<file path="config.mk">
export PLATFORM = sky130hd
export DESIGN_NAME = ps2_command_decoder_flat
export DESIGN_NICKNAME = d
export VERILOG_FILES = /design/src/rtl/tron_types.sv /design/src/rtl/ps2_command_decoder_if.sv /design/src/rtl/ps2_command_decoder.sv /design/src/flat_wrapper.sv
export SDC_FILE = /design/constraint.sdc
export NUM_CORES = 1
export LEC_CHECK = 0
export ABC_AREA = 1
export CORE_ASPECT_RATIO = 2
export CORE_UTILIZATION = 53
export DETAILED_ROUTE_END_ITERATION = 7
export GPL_TIMING_DRIVEN = 0
export PLACE_DENSITY = 0.79
export SYNTH_ARGS = -nofsm -noshare
export SYNTH_HDL_FRONTEND = slang
export SYNTH_SLANG_ARGS = --single-unit
</file>
<file path="constraint.sdc">
create_clock -name clock -period 2.45 [get_ports clock]
set_input_delay 0.49 -clock clock [delete_from_list [all_inputs] [get_ports clock]]
set_output_delay 0.49 -clock clock [all_outputs]
set_load 0.01 [all_outputs]
</file>
<file path="src/rtl/tron_types.sv">
`default_nettype none
// tron_types: shared direction type, PS/2 scancode constants and key-decode helpers.
// Rev 1.0 - initial release.
package tron_types;

   typedef enum logic [1:0] {
      DIR_UP    = 2'd0,
      DIR_DOWN  = 2'd1,
      DIR_LEFT  = 2'd2,
      DIR_RIGHT = 2'd3
   } dir_t;

   localparam logic [7:0] PREFIX_E0 = 8'hE0;
   localparam logic [7:0] PREFIX_F0 = 8'hF0;

   localparam logic [7:0] KEY_P1_UP    = 8'h1D;
   localparam logic [7:0] KEY_P1_DOWN  = 8'h1B;
   localparam logic [7:0] KEY_P1_LEFT  = 8'h1C;
   localparam logic [7:0] KEY_P1_RIGHT = 8'h23;

   localparam logic [7:0] KEY_P2_UP    = 8'h75;
   localparam logic [7:0] KEY_P2_DOWN  = 8'h72;
   localparam logic [7:0] KEY_P2_LEFT  = 8'h6B;
   localparam logic [7:0] KEY_P2_RIGHT = 8'h74;

   localparam logic [7:0] KEY_P3_UP    = 8'h2C;
   localparam logic [7:0] KEY_P3_DOWN  = 8'h34;
   localparam logic [7:0] KEY_P3_LEFT  = 8'h2B;
   localparam logic [7:0] KEY_P3_RIGHT = 8'h33;

   localparam logic [7:0] KEY_P4_UP    = 8'h43;
   localparam logic [7:0] KEY_P4_DOWN  = 8'h42;
   localparam logic [7:0] KEY_P4_LEFT  = 8'h3B;
   localparam logic [7:0] KEY_P4_RIGHT = 8'h4B;

   localparam logic [7:0] KEY_GAME_2P   = 8'h1E;
   localparam logic [7:0] KEY_GAME_3P   = 8'h26;
   localparam logic [7:0] KEY_GAME_4P   = 8'h25;
   localparam logic [7:0] KEY_RESTART   = 8'h29;

   localparam dir_t DEFAULT_DIR1 = DIR_RIGHT;
   localparam dir_t DEFAULT_DIR2 = DIR_LEFT;
   localparam dir_t DEFAULT_DIR3 = DIR_DOWN;
   localparam dir_t DEFAULT_DIR4 = DIR_UP;

   localparam logic [2:0] DEFAULT_PLAYER_COUNT = 3'd4;

   // player is zero-based: 0 = P1 .. 3 = P4
   typedef struct packed {
      logic       valid;
      logic [1:0] player;
      dir_t       dir;
   } steer_t;

   function automatic dir_t opposite_dir(input dir_t d);
      dir_t r;
      case (d)
         DIR_UP:    r = DIR_DOWN;
         DIR_DOWN:  r = DIR_UP;
         DIR_LEFT:  r = DIR_RIGHT;
         default:   r = DIR_LEFT;
      endcase
      return r;
   endfunction

   // Player 2 lives on the extended (E0-prefixed) arrow keys; everyone else is plain.
   function automatic steer_t decode_steer(input logic [7:0] code, input logic ext);
      steer_t s;
      s = '{valid: 1'b0, player: 2'd0, dir: DIR_UP};
      if (ext) begin
         case (code)
            KEY_P2_UP:    s = '{valid: 1'b1, player: 2'd1, dir: DIR_UP};
            KEY_P2_DOWN:  s = '{valid: 1'b1, player: 2'd1, dir: DIR_DOWN};
            KEY_P2_LEFT:  s = '{valid: 1'b1, player: 2'd1, dir: DIR_LEFT};
            KEY_P2_RIGHT: s = '{valid: 1'b1, player: 2'd1, dir: DIR_RIGHT};
            default:      s.valid = 1'b0;
         endcase
      end else begin
         case (code)
            KEY_P1_UP:    s = '{valid: 1'b1, player: 2'd0, dir: DIR_UP};
            KEY_P1_DOWN:  s = '{valid: 1'b1, player: 2'd0, dir: DIR_DOWN};
            KEY_P1_LEFT:  s = '{valid: 1'b1, player: 2'd0, dir: DIR_LEFT};
            KEY_P1_RIGHT: s = '{valid: 1'b1, player: 2'd0, dir: DIR_RIGHT};
            KEY_P3_UP:    s = '{valid: 1'b1, player: 2'd2, dir: DIR_UP};
            KEY_P3_DOWN:  s = '{valid: 1'b1, player: 2'd2, dir: DIR_DOWN};
            KEY_P3_LEFT:  s = '{valid: 1'b1, player: 2'd2, dir: DIR_LEFT};
            KEY_P3_RIGHT: s = '{valid: 1'b1, player: 2'd2, dir: DIR_RIGHT};
            KEY_P4_UP:    s = '{valid: 1'b1, player: 2'd3, dir: DIR_UP};
            KEY_P4_DOWN:  s = '{valid: 1'b1, player: 2'd3, dir: DIR_DOWN};
            KEY_P4_LEFT:  s = '{valid: 1'b1, player: 2'd3, dir: DIR_LEFT};
            KEY_P4_RIGHT: s = '{valid: 1'b1, player: 2'd3, dir: DIR_RIGHT};
            default:      s.valid = 1'b0;
         endcase
      end
      return s;
   endfunction

   function automatic logic is_game_key(input logic [7:0] code);
      return (code == KEY_GAME_2P) || (code == KEY_GAME_3P) ||
             (code == KEY_GAME_4P) || (code == KEY_RESTART);
   endfunction

   function automatic logic player_active(input logic [1:0] player, input logic [2:0] count);
      logic r;
      case (player)
         2'd2:    r = (count >= 3'd3);
         2'd3:    r = (count >= 3'd4);
         default: r = 1'b1;
      endcase
      return r;
   endfunction

endpackage
`default_nettype wire

</file>
<file path="src/rtl/ps2_command_decoder_if.sv">
`default_nettype none
// ps2_command_decoder_if: scancode input and game-control outputs of the keyboard decoder.
// Rev 1.0 - initial release.
interface ps2_command_decoder_if;
   import tron_types::*;

   logic       ps2_code_new;
   logic [7:0] ps2_code;
   dir_t       dir1;
   dir_t       dir2;
   dir_t       dir3;
   dir_t       dir4;
   logic [2:0] player_count;
   logic       game_reset;

   modport master (
      output ps2_code_new,
      output ps2_code,
      input  dir1,
      input  dir2,
      input  dir3,
      input  dir4,
      input  player_count,
      input  game_reset
   );

   modport slave (
      input  ps2_code_new,
      input  ps2_code,
      output dir1,
      output dir2,
      output dir3,
      output dir4,
      output player_count,
      output game_reset
   );

endinterface
`default_nettype wire

</file>
<file path="src/rtl/ps2_command_decoder.sv">
`default_nettype none
// ps2_command_decoder: turns PS/2 make/break scancodes into per-player directions,
// player count and a game restart pulse. Rev 1.0 - initial release.
module ps2_command_decoder
   import tron_types::*;
#(
   parameter int unsigned ALLOW_REVERSE = 1
)
(
   input  wire logic              clock,
   input  wire logic              reset_n,
   ps2_command_decoder_if.slave   ps2_bus
);

   typedef enum logic [1:0] {
      ST_IDLE      = 2'd0,
      ST_EXT       = 2'd1,
      ST_BREAK     = 2'd2,
      ST_EXT_BREAK = 2'd3
   } state_t;

   logic       r_new_d1;
   logic       r_new_d2;
   logic [7:0] r_code_d1;
   logic       w_event;

   state_t     r_state;
   state_t     w_state_next;
   logic       w_is_make;
   logic       w_is_break;
   logic       w_is_ext;

   dir_t       r_dir [4];
   dir_t       w_dir_next [4];
   logic [2:0] r_count;
   logic [2:0] w_count_next;
   logic       r_game_reset;
   logic       w_game_reset_next;
   steer_t     w_steer;
   logic       w_steer_ok;

   // Code is captured alongside the flag so a one-cycle pulse still decodes correctly.
   always_ff @(posedge clock or negedge reset_n) begin
      if (!reset_n) begin
         r_new_d1  <= 1'b1;
         r_new_d2  <= 1'b1;
         r_code_d1 <= 8'h00;
      end else begin
         r_new_d1  <= ps2_bus.ps2_code_new;
         r_new_d2  <= r_new_d1;
         r_code_d1 <= ps2_bus.ps2_code;
      end
   end

   assign w_event = r_new_d1 & ~r_new_d2;

   always_ff @(posedge clock or negedge reset_n) begin
      if (!reset_n) begin
         r_state <= ST_IDLE;
      end else begin
         r_state <= w_state_next;
      end
   end

   always_comb begin
      w_state_next = r_state;
      w_is_make    = 1'b0;
      w_is_break   = 1'b0;
      w_is_ext     = 1'b0;
      if (w_event) begin
         case (r_state)
            ST_IDLE: begin
               if (r_code_d1 == PREFIX_E0) begin
                  w_state_next = ST_EXT;
               end else if (r_code_d1 == PREFIX_F0) begin
                  w_state_next = ST_BREAK;
               end else begin
                  w_is_make = 1'b1;
               end
            end
            ST_EXT: begin
               if (r_code_d1 == PREFIX_F0) begin
                  w_state_next = ST_EXT_BREAK;
               end else if (r_code_d1 != PREFIX_E0) begin
                  w_is_make    = 1'b1;
                  w_is_ext     = 1'b1;
                  w_state_next = ST_IDLE;
               end
            end
            ST_BREAK: begin
               if (r_code_d1 == PREFIX_E0) begin
                  w_state_next = ST_EXT_BREAK;
               end else if (r_code_d1 != PREFIX_F0) begin
                  w_is_break   = 1'b1;
                  w_state_next = ST_IDLE;
               end
            end
            ST_EXT_BREAK: begin
               if ((r_code_d1 != PREFIX_E0) && (r_code_d1 != PREFIX_F0)) begin
                  w_is_break   = 1'b1;
                  w_is_ext     = 1'b1;
                  w_state_next = ST_IDLE;
               end
            end
            default: begin
               w_state_next = ST_IDLE;
            end
         endcase
      end
   end

   always_comb begin
      for (int p = 0; p < 4; p++) begin
         w_dir_next[p] = r_dir[p];
      end
      w_count_next      = r_count;
      w_game_reset_next = 1'b0;
      w_steer           = decode_steer(r_code_d1, w_is_ext);
      w_steer_ok        = 1'b0;

      if (w_is_make) begin
         if (!w_is_ext && is_game_key(r_code_d1)) begin
            w_dir_next[0] = DEFAULT_DIR1;
            w_dir_next[1] = DEFAULT_DIR2;
            w_dir_next[2] = DEFAULT_DIR3;
            w_dir_next[3] = DEFAULT_DIR4;
            case (r_code_d1)
               KEY_GAME_2P: w_count_next = 3'd2;
               KEY_GAME_3P: w_count_next = 3'd3;
               KEY_GAME_4P: w_count_next = 3'd4;
               default:     w_count_next = r_count;
            endcase
         end

         // A reversal would make the snake run into itself; it is refused when disallowed.
         w_steer_ok = w_steer.valid &&
                      player_active(w_steer.player, r_count) &&
                      ((ALLOW_REVERSE != 0) ||
                       (w_steer.dir != opposite_dir(r_dir[w_steer.player])));
         if (w_steer_ok) begin
            w_dir_next[w_steer.player] = w_steer.dir;
         end
      end

      if (w_is_break && !w_is_ext && is_game_key(r_code_d1)) begin
         w_game_reset_next = 1'b1;
      end
   end

   always_ff @(posedge clock or negedge reset_n) begin
      if (!reset_n) begin
         r_dir[0]     <= DEFAULT_DIR1;
         r_dir[1]     <= DEFAULT_DIR2;
         r_dir[2]     <= DEFAULT_DIR3;
         r_dir[3]     <= DEFAULT_DIR4;
         r_count      <= DEFAULT_PLAYER_COUNT;
         r_game_reset <= 1'b0;
      end else begin
         for (int p = 0; p < 4; p++) begin
            r_dir[p] <= w_dir_next[p];
         end
         r_count      <= w_count_next;
         r_game_reset <= w_game_reset_next;
      end
   end

   assign ps2_bus.dir1         = r_dir[0];
   assign ps2_bus.dir2         = r_dir[1];
   assign ps2_bus.dir3         = r_dir[2];
   assign ps2_bus.dir4         = r_dir[3];
   assign ps2_bus.player_count = r_count;
   assign ps2_bus.game_reset   = r_game_reset;

endmodule
`default_nettype wire

</file>
<file path="src/flat_wrapper.sv">
// flat-port wrapper written by rule: the top's interface ports become plain ports
module ps2_command_decoder_flat import tron_types::*;
#(
   parameter int unsigned ALLOW_REVERSE = 1
)
  (clock, reset_n, ps2_bus_ps2_code_new, ps2_bus_ps2_code, ps2_bus_dir1, ps2_bus_dir2, ps2_bus_dir3, ps2_bus_dir4, ps2_bus_player_count, ps2_bus_game_reset);
  ps2_command_decoder_if ps2_bus_i ();
  input  wire logic clock;
  input  wire logic reset_n;
  input wire logic [$bits(ps2_bus_i.ps2_code_new)-1:0] ps2_bus_ps2_code_new;
  input wire logic [$bits(ps2_bus_i.ps2_code)-1:0] ps2_bus_ps2_code;
  output wire logic [$bits(ps2_bus_i.dir1)-1:0] ps2_bus_dir1;
  output wire logic [$bits(ps2_bus_i.dir2)-1:0] ps2_bus_dir2;
  output wire logic [$bits(ps2_bus_i.dir3)-1:0] ps2_bus_dir3;
  output wire logic [$bits(ps2_bus_i.dir4)-1:0] ps2_bus_dir4;
  output wire logic [$bits(ps2_bus_i.player_count)-1:0] ps2_bus_player_count;
  output wire logic [$bits(ps2_bus_i.game_reset)-1:0] ps2_bus_game_reset;
  assign ps2_bus_i.ps2_code_new = ps2_bus_ps2_code_new;
  assign ps2_bus_i.ps2_code = ps2_bus_ps2_code;
  assign ps2_bus_dir1 = ps2_bus_i.dir1;
  assign ps2_bus_dir2 = ps2_bus_i.dir2;
  assign ps2_bus_dir3 = ps2_bus_i.dir3;
  assign ps2_bus_dir4 = ps2_bus_i.dir4;
  assign ps2_bus_player_count = ps2_bus_i.player_count;
  assign ps2_bus_game_reset = ps2_bus_i.game_reset;
  ps2_command_decoder #(.ALLOW_REVERSE(ALLOW_REVERSE)) u_core (.clock(clock), .reset_n(reset_n), .ps2_bus(ps2_bus_i));
endmodule
</file>
==> key figures, run 1 <==
Run status
  – Status: finished clean

Floorplan
  – Die span in y: around 77 um
  – Starting Density: a little under three fifths
  – Die W: 39.4 um
  – FP Rows: 26
  – Area of the die: 3020 sq um
  – Area of the core: 2600 sq um
  – Io pins: 23

Finish
  – Fillers: 251
  – Core Util, Final: 68.8%
  – Area of the multi-input gates: 761 sq um
  – Non-Filler Instances: 270
  – Register area: 609 sq um
  – Area added between synthesis and finish: 21.0%
  – Share of cells above drive strength 1: 12.0%
  – Layout Nets: 254
  – Final antenna diode count: 0

Route
  – DR vias: approximately 1,500
  – Number of detailed-route iterations in the first pass: 4
  – Vias/cell: 5.59
  – WL met3: 113 um
  – Initial DRC Count: 41
  – Drt wl/cell: 14.0 um
  – Max Used Layer: met4
  – M1 WL: 1320 um
  – Detail Route Antenna Nets: 0
  – Met2 wire len: approximately 2200 um
  – Drt drc: 0
  – Total wire length: 3770 um

Timing
  – Fin. max-slew vios: 0
  – Final TNS setup: 0 ps
  – Final period utilization: around 83%
  – Post-route clock skew: 1.73 ps
  – Relative slew slack: just under 30%
  – Fmax: 0.492 GHz
  – Slew @ Worst Pin: 1060 ps
  – RSZ-0062 raised after global routing: no
  – Endpoints failing setup: 0
  – Hold Fails Final Rpt: 0
  – Final Critical Period: 2030 ps

Synth
  – Synth Instances: 216
  – Cell taking the most area after synthesis: dfrtp_1
  – Seq cells post-synth: 24
  – Register area share after synthesis: 41.2%
  – Synth top area share: 28.8%
  – Most common cell in the netlist: nand2_1
  – Distinct cells, synth: 26
  – Net Count, Synth: around 230
  – Main flop type after synthesis: dfrtp_1
  – Post-synthesis cell area: 1480 sq um
  – Top cells by area, synth: dfrtp_1 (29%), nand2_1 (18%), dfstp_2 (12%)
  – Synth Area per Inst: ~6.8 sq um
  – Synth top cells by count: nand2_1 (71), nor2_1 (31), inv_1 (21)
  – Async set-reset flop share out of synthesis: 100%
  – Synthesis Warnings: 0
  – Post-synth EDFFs: 0

Pwr
  – Pwr per Cell Area: 552 nW/um^2
  – LEAKAGE: 0.000895 uW
  – Max VDD drop: about 0.00053 V

Worst setup path
  – Critical path type: reg -> reg
  – WP data arrival: 2200 ps
  – Reg2Reg Depth: 9
  – Worst flop-to-flop path startpoint: u_core.r_new_d1$_DFF_PN1_
  – Critical path required time: 2610 ps
  – Critical path launch point type: flip-flop
  – Critical Path Sink Type: flip-flop
  – Crit path from: u_core.r_new_d1$_DFF_PN1_
  – Crit-path max FO: 9

Worst hold path
  – Hold Path Cell Cnt: 0
  – Worst min path class: reg -> reg
  – Hold Crit Start: u_core.r_new_d1$_DFF_PN1_

Clocking
  – CTS Buffer Depth: 2
  – CTS Buf Count: 3
  – Clock transition at path regs: 90 ps
  – Postcts setup bufs: 0
  – Clock sink count: 24
  – Htree depth: 1
  – CTS tree: built
  – CTS resizes: 0
  – Worst-Skew Late Latency: approximately 270 ps
  – Hold_buf cts: 0
  – Root Buffer: clkbuf_8

GRT
  – All-Layer GR Usage: between 20 and 30%
  – Largest net degree at the start of global routing: 25
  – Number of global-route vias before repair: 1,448
  – First-pass GRT wire length: 5760 um
  – Global route overflow: 0
  – Initial antenna violation count: 0

Placement
  – HPWL after detailed placement: a little under 3000 um
  – Input/output buffers: 22
  – Dpl cells: 266
  – GPL Wtd Cong: 0.994

Run
  – Max-Cap Viols: 0
==> path summary, 6_finish.rpt <==
path                                                              endpoint  slack, ps
worst max-delay path            u_core.ps2_bus.player_count[1]$_DFFE_PN0P_        420
worst min-delay path                             u_core.r_new_d2$_DFF_PN1_        370
worst max register to register  u_core.ps2_bus.player_count[1]$_DFFE_PN0P_        420
worst min register to register                   u_core.r_new_d2$_DFF_PN1_        370
max in group asynchronous                    u_core.r_code_d1[6]$_DFF_PN0_       1030
min in group asynchronous               u_core.ps2_bus.dir2[0]$_DFFE_PN0P_        790
==> sequential cells by signal, summed over array words and instances (netlist names) <==
name	cells
u_core.ps2_bus.dir3	2
u_core.r_new_d2	1
u_core.r_state	2
u_core.ps2_bus.dir1	2
u_core.ps2_bus.game_reset	1
u_core.ps2_bus.player_count	3
u_core.r_new_d1	1
u_core.ps2_bus.dir4	2
u_core.ps2_bus.dir2	2
u_core.r_code_d1	8
==> critical path: stages (launching register included) <==
cell and delay, ps:
dfstp_2 540, inv_1 30, nor2_1 200, inv_1 110
nor3_4 390, inv_2 180, nor3_2 220, nand2_1 90
o21ai_1 90, inv_1 60
==> power breakdown <==
group          switching (uW)  internal (uW)  leakage (uW)
sequential               41.1            453      0.000290
combinational             114            100      0.000576
clock                     136            144     0.0000288
total                     291            697      0.000895
==> stage by stage <==
| stage | setup WS [ps] | hold WS [ps] | power (uW) | area, sq um |
|---|---|---|---|---|
| final | 416 | 373 | 988 | 1790 |
| after global routing | 272 | 377 | 1020 | 1790 |
| after CTS | 406 | 374 | 981 | 1790 |
| after detailed placement | 429 | 358 | 715 | 1730 |
| after global placement | 529 | 357 | 702 | 1730 |
| after floorplan | 735 | 194 | 610 | 1480 |
==> cells by family after synthesis <==
family | Yosys count | synth area share [%]
AND/OR/NAND/NOR | 137 | 41.7
buffers and inverters | 28 | 7.36
AO/OA/AOI/OAI | 27 | 9.73
flip-flops | 24 | 41.2
==> layer usage <==
layer | GRT usage (%) | vias to the layer above
met3 | 2.02 | 10
met1 | 22.3 | 718
met2 | 55.0 | 48
met4 | 11.7 | 0
met5 | 0 | -
li1 | - | 734
==> area by class of cell <==
type	instances	share of cell area [%]
well taps	28	1.96
repair buffers	22	12.3
inverters	27	5.66
plain buffers	1	0.420
flip-flops and latches	24	34.1
clock buffers	4	3.08
multi-input cells	164	42.5
==> layout by cell type, fill, tap and decap left out <==
| master | count |
|---|---|
| nand2_1 | 71 |
| nand4_1 | 2 |
| nand3_1 | 15 |
| nand3b_2 | 1 |
| nor3_2 | 1 |
| dfstp_2 | 7 |
| inv_2 | 6 |
| nand2_2 | 2 |
| nor2_4 | 1 |
| nor2_1 | 31 |
| dfrtp_1 | 17 |
| inv_1 | 21 |
| nor3_4 | 1 |
| buf_4 | 1 |
| nand2_4 | 3 |
| o21bai_1 | 1 |
| o22ai_1 | 1 |
| clkbuf_8 | 4 |
| nand3b_1 | 1 |
| o21ai_0 | 8 |
| or2_1 | 1 |
| a211oi_1 | 1 |
| nor3_1 | 5 |
| o21ai_1 | 5 |
| nor2_2 | 2 |
| a21oi_1 | 10 |
| clkdlybuf4s50_1 | 22 |
| a21boi_0 | 1 |
No activity file was read; power rests on OpenSTA's default activity.
==> run 2: changes to the inputs <==
==> constraint.sdc (replaced) <==
create_clock -name clock -period 2.01 [get_ports clock]
set_input_delay 0.402 -clock clock [delete_from_list [all_inputs] [get_ports clock]]
set_output_delay 0.402 -clock clock [all_outputs]
set_load 0.01 [all_outputs]
==> key figures, run 2 (same netlist as run 1, synthesis figures left out) <==
Clocking
  – Clock sink count: 24 (unchanged)
  – Root Buffer: clkbuf_8
  – Worst-Skew Late Latency: 270 ps (about the same)
  – CTS Buffer Depth: 2 (unchanged)
  – CTS Buf Count: 3 (unchanged)
  – CTS tree: built
  – Htree depth: 1 (unchanged)
  – Clock transition at path regs: 90 ps (about the same)

Finish
  – Non-Filler Instances: 272 (+0.74%)
  – Fillers: 244 (-2.8%)
  – Commonest non-fill, non-tap cell in the layout: nand2_1
  – Final antenna diode count: 0 (unchanged)
  – Share of cells above drive strength 1: 14.8% (+2.8 points)
  – Biggest register: u_core.r_code_d1
  – Most frequent cells in the layout: nand2_1 (71), nor2_1 (28), clkdlybuf4s50_1 (22)
  – Number of flip-flops in the largest register: 8 (unchanged)
  – Area added between synthesis and finish: 23.2%
  – Layout Nets: 256 (+0.79%)
  – Design area: 1820 sq um (+1.8%)

Route
  – Detail Route Antenna Nets: 0 (unchanged)
  – Drt drc: 0 (unchanged)
  – Number of detailed-route iterations in the first pass: 4 (unchanged)
  – Initial DRC Count: 48 (+17%)
  – DR vias: 1,516 (+0.40%)
  – Total wire length: 3840 um (+1.9%)
  – Drt wl/cell: 14.1 um (+1.2%)
  – Vias/cell: 5.57 (-0.34%)

GRT
  – Number of global-route vias before repair: 1,448 (unchanged)
  – First-pass GRT wire length: 5760 um (unchanged)
  – Initial antenna violation count: 0 (unchanged)
  – All-Layer GR Usage: 27.1% (unchanged)
  – Largest net degree at the start of global routing: 25 (unchanged)
  – Global route overflow: 0 (unchanged)

Floorplan
  – Die W: 39.4 um (unchanged)
  – Die span in y: 76.7 um (unchanged)
  – Starting Density: 56.8% (unchanged)
  – Io pins: 23 (unchanged)
  – FP Rows: 26 (unchanged)
  – Area of the die: 3020 sq um (unchanged)
  – Area of the core: 2600 sq um (unchanged)

Timing
  – Final period utilization: 94.4% (+11 points)
  – Fin. max-slew vios: 0 (unchanged)
  – Final TNS setup: 0 ps (unchanged)
  – Fmax: 0.527 GHz (+7.2%)
  – RSZ-0062 raised after global routing: yes
  – Post-route clock skew: 3.17 ps (+1.44 ps)
  – Slew @ Worst Pin: 1050 ps (-7.26 ps)
  – Endpoints failing setup: 0 (unchanged)
  – Final Critical Period: 1900 ps (-137 ps)
  – Relative slew slack: 29.7% (+0.49 points)
  – PnR worst setup slack: 113 ps (-303 ps)
  – Hold Fails Final Rpt: 0 (unchanged)

Worst setup path
  – Critical path launch point type: flip-flop
  – Worst flop-to-flop path startpoint: u_core.r_new_d1$_DFF_PN1_
  – Reg2Reg Depth: 11 (+2)
  – Worst reg2reg endpoint: u_core.ps2_bus.dir1[1]$_DFFE_PN1P_
  – Worst R2R Setup Slack: 110 ps (-300 ps)
  – Critical Path Sink Type: flip-flop
  – Critical path type: reg -> reg
  – Crit-path max FO: 10 (+1)
  – Critical path required time: 2220 ps (-390 ps)
  – WP data arrival: 2110 ps (-90 ps)

Worst hold path
  – Endpoint, Worst Hold: u_core.r_new_d2$_DFF_PN1_
  – Hold Path Cell Cnt: 0 (unchanged)
  – Hold Crit Start: u_core.r_new_d1$_DFF_PN1_
  – Worst min path class: reg -> reg

Run status
  – Status: finished clean

Placement
  – Area after DPL: 1730 sq um (unchanged)
  – Pre-CTS setup slack: -10.6 ps (-440 ps)
  – Input/output buffers: 22 (unchanged)
  – GPL Wtd Cong: 0.994 (unchanged)
  – Dpl cells: 266 (unchanged)
  – HPWL after detailed placement: 2980 um (unchanged)

Pwr
  – Pwr per Cell Area: 667 nW/um^2 (+21%)
  – Max VDD drop: 0.000651 V (+23%)
  – LEAKAGE: 0.000906 uW (+1.2%)

Run
  – Max-Cap Viols: 0 (unchanged)
run 2: metal layers:
layer  track usage [%]  share of wire, %  wire length (um)  vias to the layer above
met4              11.7               3.6               138                        0
met5                 0                 0                 0                        -
met2              55.0                59              2270                       48
li1                  -                 -                 -                      738
met3              2.02               3.0               116                       14
met1              22.3                34              1320                      716
run 2: through the flow:
step | utilization [%] | total power (uW) | hold slack [ps]
global placement | 66.6 | 856 | 357
floorplan | - | 744 | 106
CTS | 68.8 | 1200 | 374
detailed placement | 66.6 | 871 | 358
finish | 70.0 | 1220 | 374
global route | 70.0 | 1260 | 377
run 2: worst max-delay path by stage:
stage / startpoint / end / slack [ps] / cells after the start
detailed placement: u_core.r_new_d1$_DFF_PN1_ / u_core.ps2_bus.player_count[1]$_DFFE_PN0P_ / -10 / 9
global route: u_core.r_new_d1$_DFF_PN1_ / u_core.ps2_bus.dir1[1]$_DFFE_PN1P_ / -60 / 12
CTS: u_core.r_new_d1$_DFF_PN1_ / u_core.ps2_bus.player_count[1]$_DFFE_PN0P_ / 20 / 9
finish: u_core.r_new_d1$_DFF_PN1_ / u_core.ps2_bus.dir1[1]$_DFFE_PN1P_ / 110 / 11
floorplan: u_core.r_new_d1$_DFF_PN1_ / u_core.ps2_bus.dir1[1]$_DFFE_PN1P_ / 300 / 10
global placement: u_core.r_new_d1$_DFF_PN1_ / u_core.ps2_bus.player_count[1]$_DFFE_PN0P_ / 90 / 9
run 2: where the power goes:
part | internal, uW | switching [uW] | total [uW]
Clock | 175 | 163 | 339
Combinational | 130 | 144 | 274
Sequential | 553 | 51.0 | 604
Total | 857 | 358 | 1220
run 2: area by class of cell:
type                       instances  area [sq um]  area share, %
multi-input combinational        164           778           42.7
sequential                        24           609           33.4
timing repair buffer              24           235           12.9
inverter                          27           101           5.56
clock buffer                       4          55.1           3.02
tap                               28          35.0           1.92
buffer                             1          7.51          0.412
run 2: critical path, stage by stage, from the launching register on:
cell and delay, ps:
dfstp_2 540, inv_1 50, nor2_2 150, nand2_1 90, nand3b_2 240, buf_4 190
o21ai_1 110, nand3_1 150, nand3_1 140, nand2_1 70, nand3_1 70, nand2_1 50
run 2: timing repair:
item,CTS,global route
setup endpoints to repair,1,11
pin swaps,1,1
buffers inserted,0,2
hold buffers,0,0
resized for setup,0,5
endpoints found under the hold margin,0,0
==> run 3: changes to the inputs <==
--- a/config.mk
+++ b/config.mk
@@ -6,11 +6,12 @@
 export NUM_CORES = 1
 export LEC_CHECK = 0
 export ABC_AREA = 1
+export CELL_PAD_IN_SITES_DETAIL_PLACEMENT = 1
+export CELL_PAD_IN_SITES_GLOBAL_PLACEMENT = 2
 export CORE_ASPECT_RATIO = 2
-export CORE_UTILIZATION = 53
+export CORE_UTILIZATION = 29
 export DETAILED_ROUTE_END_ITERATION = 7
-export GPL_TIMING_DRIVEN = 0
-export PLACE_DENSITY = 0.79
+export PLACE_DENSITY_LB_ADDON = 0.1
 export SYNTH_ARGS = -nofsm -noshare
 export SYNTH_HDL_FRONTEND = slang
 export SYNTH_SLANG_ARGS = --single-unit
==> key figures, run 3 (same netlist as run 1, synthesis figures left out) <==
Run status
  – Status: finished clean

Worst hold path
  – Endpoint, Worst Hold: u_core.r_new_d2$_DFF_PN1_
  – Worst min path class: reg -> reg
  – Hold Crit Start: u_core.r_new_d1$_DFF_PN1_
  – Hold Path Cell Cnt: 0 (unchanged)

GRT
  – All-Layer GR Usage: 18.0% (-9.0 points)
  – Met2 Usage GRT: 38.7% (-16 points)
  – Largest net degree at the start of global routing: 25 (unchanged)
  – Met1 Track Usage GR: 15.5% (-6.8 points)
  – Initial antenna violation count: 0 (unchanged)
  – GR peak layer: met2
  – GR Layer Usage met3: 1.33% (-0.70 points)
  – First-pass GRT wire length: 7070 um (+23%)
  – Global route overflow: 0 (unchanged)
  – Number of global-route vias before repair: 1,543 (+6.6%)

Timing
  – RSZ-0062 raised after global routing: no
  – Final Critical Period: 1860 ps (-41.3 ps)
  – Final period utilization: 92.3% (-2.1 points)
  – Fin. max-slew vios: 0 (unchanged)
  – Slew @ Worst Pin: 318 ps (-734 ps)
  – Fmax: 0.539 GHz (+2.2%)
  – Hold Fails Final Rpt: 0 (unchanged)
  – Relative slew slack: 78.8% (+49 points)
  – Post-route clock skew: 2.69 ps (-0.479 ps)
  – Endpoints failing setup: 0 (unchanged)
  – Final TNS setup: 0 ps (unchanged)

Route
  – Drt drc: 0 (unchanged)
  – Vias/cell: 4.88 (-12%)
  – Detail Route Antenna Nets: 0 (unchanged)
  – DR vias: 1,479 (-2.4%)
  – Initial DRC Count: 16 (-67%)
  – Drt wl/cell: 14.1 um (+0.13%)
  – Total wire length: 4280 um (+12%)
  – Number of detailed-route iterations in the first pass: 4 (unchanged)

Finish
  – Final antenna diode count: 0 (unchanged)
  – Area added between synthesis and finish: 29.4%
  – Fillers: 646 (+160%)
  – Layout Nets: 258 (+0.78%)
  – Biggest register: u_core.r_code_d1
  – Design area: 1910 sq um (+5.1%)
  – Share of cells above drive strength 1: 18.7% (+3.9 points)
  – Commonest non-fill, non-tap cell in the layout: nand2_1
  – Core Util, Final: 39.4% (-31 points)
  – Number of flip-flops in the largest register: 8 (unchanged)
  – Most frequent cells in the layout: nand2_1 (71), nor2_1 (26), clkdlybuf4s50_1 (22)

Clocking
  – CTS Buf Count: 3 (unchanged)
  – Root Buffer: clkbuf_8
  – Clock sink count: 24 (unchanged)
  – Hold_buf cts: 0 (unchanged)
  – CTS Buffer Depth: 2 (unchanged)
  – Clock transition at path regs: 90 ps (about the same)
  – Postcts setup bufs: 0 (unchanged)
  – Htree depth: 1 (unchanged)
  – Worst-Skew Late Latency: 270 ps (about the same)
  – CTS tree: built

Worst setup path
  – Critical path type: reg -> reg
  – Worst reg2reg endpoint: u_core.ps2_bus.dir4[1]$_DFFE_PN0P_
  – Critical path launch point type: flip-flop
  – WP data arrival: 2050 ps (-60 ps)
  – Worst flop-to-flop path startpoint: u_core.r_new_d1$_DFF_PN1_
  – Crit-path max FO: 12 (+2)
  – Critical path required time: 2200 ps (-20 ps)
  – Worst R2R Setup Slack: 150 ps (+40 ps)
  – Critical Path Sink Type: flip-flop
  – Reg2Reg Depth: 8 (-3)

Run
  – Max-Cap Viols: 0 (unchanged)

Placement
  – GPL Wtd Cong: 0.832 (-16%)
  – HPWL after detailed placement: 3590 um (+21%)
  – Input/output buffers: 22 (unchanged)
  – Area after DPL: 1800 sq um (+3.8%)

Floorplan
  – Die W: 52.5 um (+33%)
  – FP Rows: 36 (+38%)
  – Area of the die: 5410 sq um (+79%)
  – Die span in y: 103 um (+34%)
  – Io pins: 23 (unchanged)
  – Starting Density: 30.4% (-26 points)
  – Area of the core: 4860 sq um (+87%)

Pwr
  – LEAKAGE: 0.000929 uW (+2.6%)
  – Max VDD drop: 0.000288 V (-56%)
  – Pwr per Cell Area: 633 nW/um^2 (-5.1%)
[run 3: changes by cell type in the layout (fill, tap and decap cells not counted), moves of 2 or more]
| cell | before | now |
|---|---|---|
| buf_4 | 3 | 5 |
| a21oi_2 | 0 | 2 |
| a21oi_1 | 10 | 8 |
| nor2_1 | 28 | 26 |
[run 3: layout make-up]
class	instances	area (sq um)	area share, %
timing repair buffer	27	258	13.5
sequential	24	611	31.9
tap	57	71.3	3.73
inverter	27	101	5.29
clock buffer	4	55.1	2.88
multi-input combinational	164	818	42.7
[run 3: through the flow]
stage | hold slack, ps | power, uW | std cells | worst slack (ps)
floorplan | 106 | 744 | 216 | 295
global placement | 359 | 882 | 299 | -66.5
detailed placement | 362 | 884 | 299 | -64.7
CTS | 376 | 1230 | 303 | 3.59
global route | 381 | 1290 | 303 | 7.55
finish | 371 | 1210 | 303 | 154
[run 3: report_power, final]
part / total (uW) / internal [uW] / switching, uW
Combinational: 271 / 130 / 141
Clock: 338 / 175 / 163
Sequential: 603 / 553 / 50.7
Total: 1210 / 857 / 355
[run 3: routing by layer]
metal / vias up / wire [um] / part of all wire, %
met5: - / 0 / 0
met4: 0 / 116 / 2.7
met2: 24 / 2670 / 62
li1: 745 / - / -
met1: 701 / 1430 / 33
met3: 9 / 63 / 1.5
[run 3: critical path, stage by stage (launching register included)]
cell      delay, ps
dfstp_2         540
inv_1            40
nor2_1          130
nand2_1         120
nand3b_4        260
a21oi_2         190
a21oi_1         100
or2_1           260
o22ai_1         150
[run 3: worst max-delay path by stage]
stage	from	end	slack (ps)	cells past startpoint
finish	u_core.r_new_d1$_DFF_PN1_	u_core.ps2_bus.dir4[1]$_DFFE_PN0P_	150	8
global route	u_core.r_code_d1[5]$_DFF_PN0_	u_core.ps2_bus.dir1[1]$_DFFE_PN1P_	8	11
CTS	u_core.r_code_d1[6]$_DFF_PN0_	u_core.ps2_bus.player_count[0]$_DFFE_PN0P_	4	10
detailed placement	u_core.r_new_d1$_DFF_PN1_	u_core.ps2_bus.dir4[1]$_DFFE_PN0P_	-60	8
global placement	u_core.r_new_d1$_DFF_PN1_	u_core.ps2_bus.dir4[1]$_DFFE_PN0P_	-70	8
floorplan	u_core.r_new_d1$_DFF_PN1_	u_core.ps2_bus.dir1[1]$_DFFE_PN1P_	300	10
[run 3: what timing repair did]
action | in CTS | in global routing
resized for setup | 2 | 13
hold endpoints to repair | 0 | 0
pin swaps | 0 | 1
endpoints found under the setup margin | 3 | 9
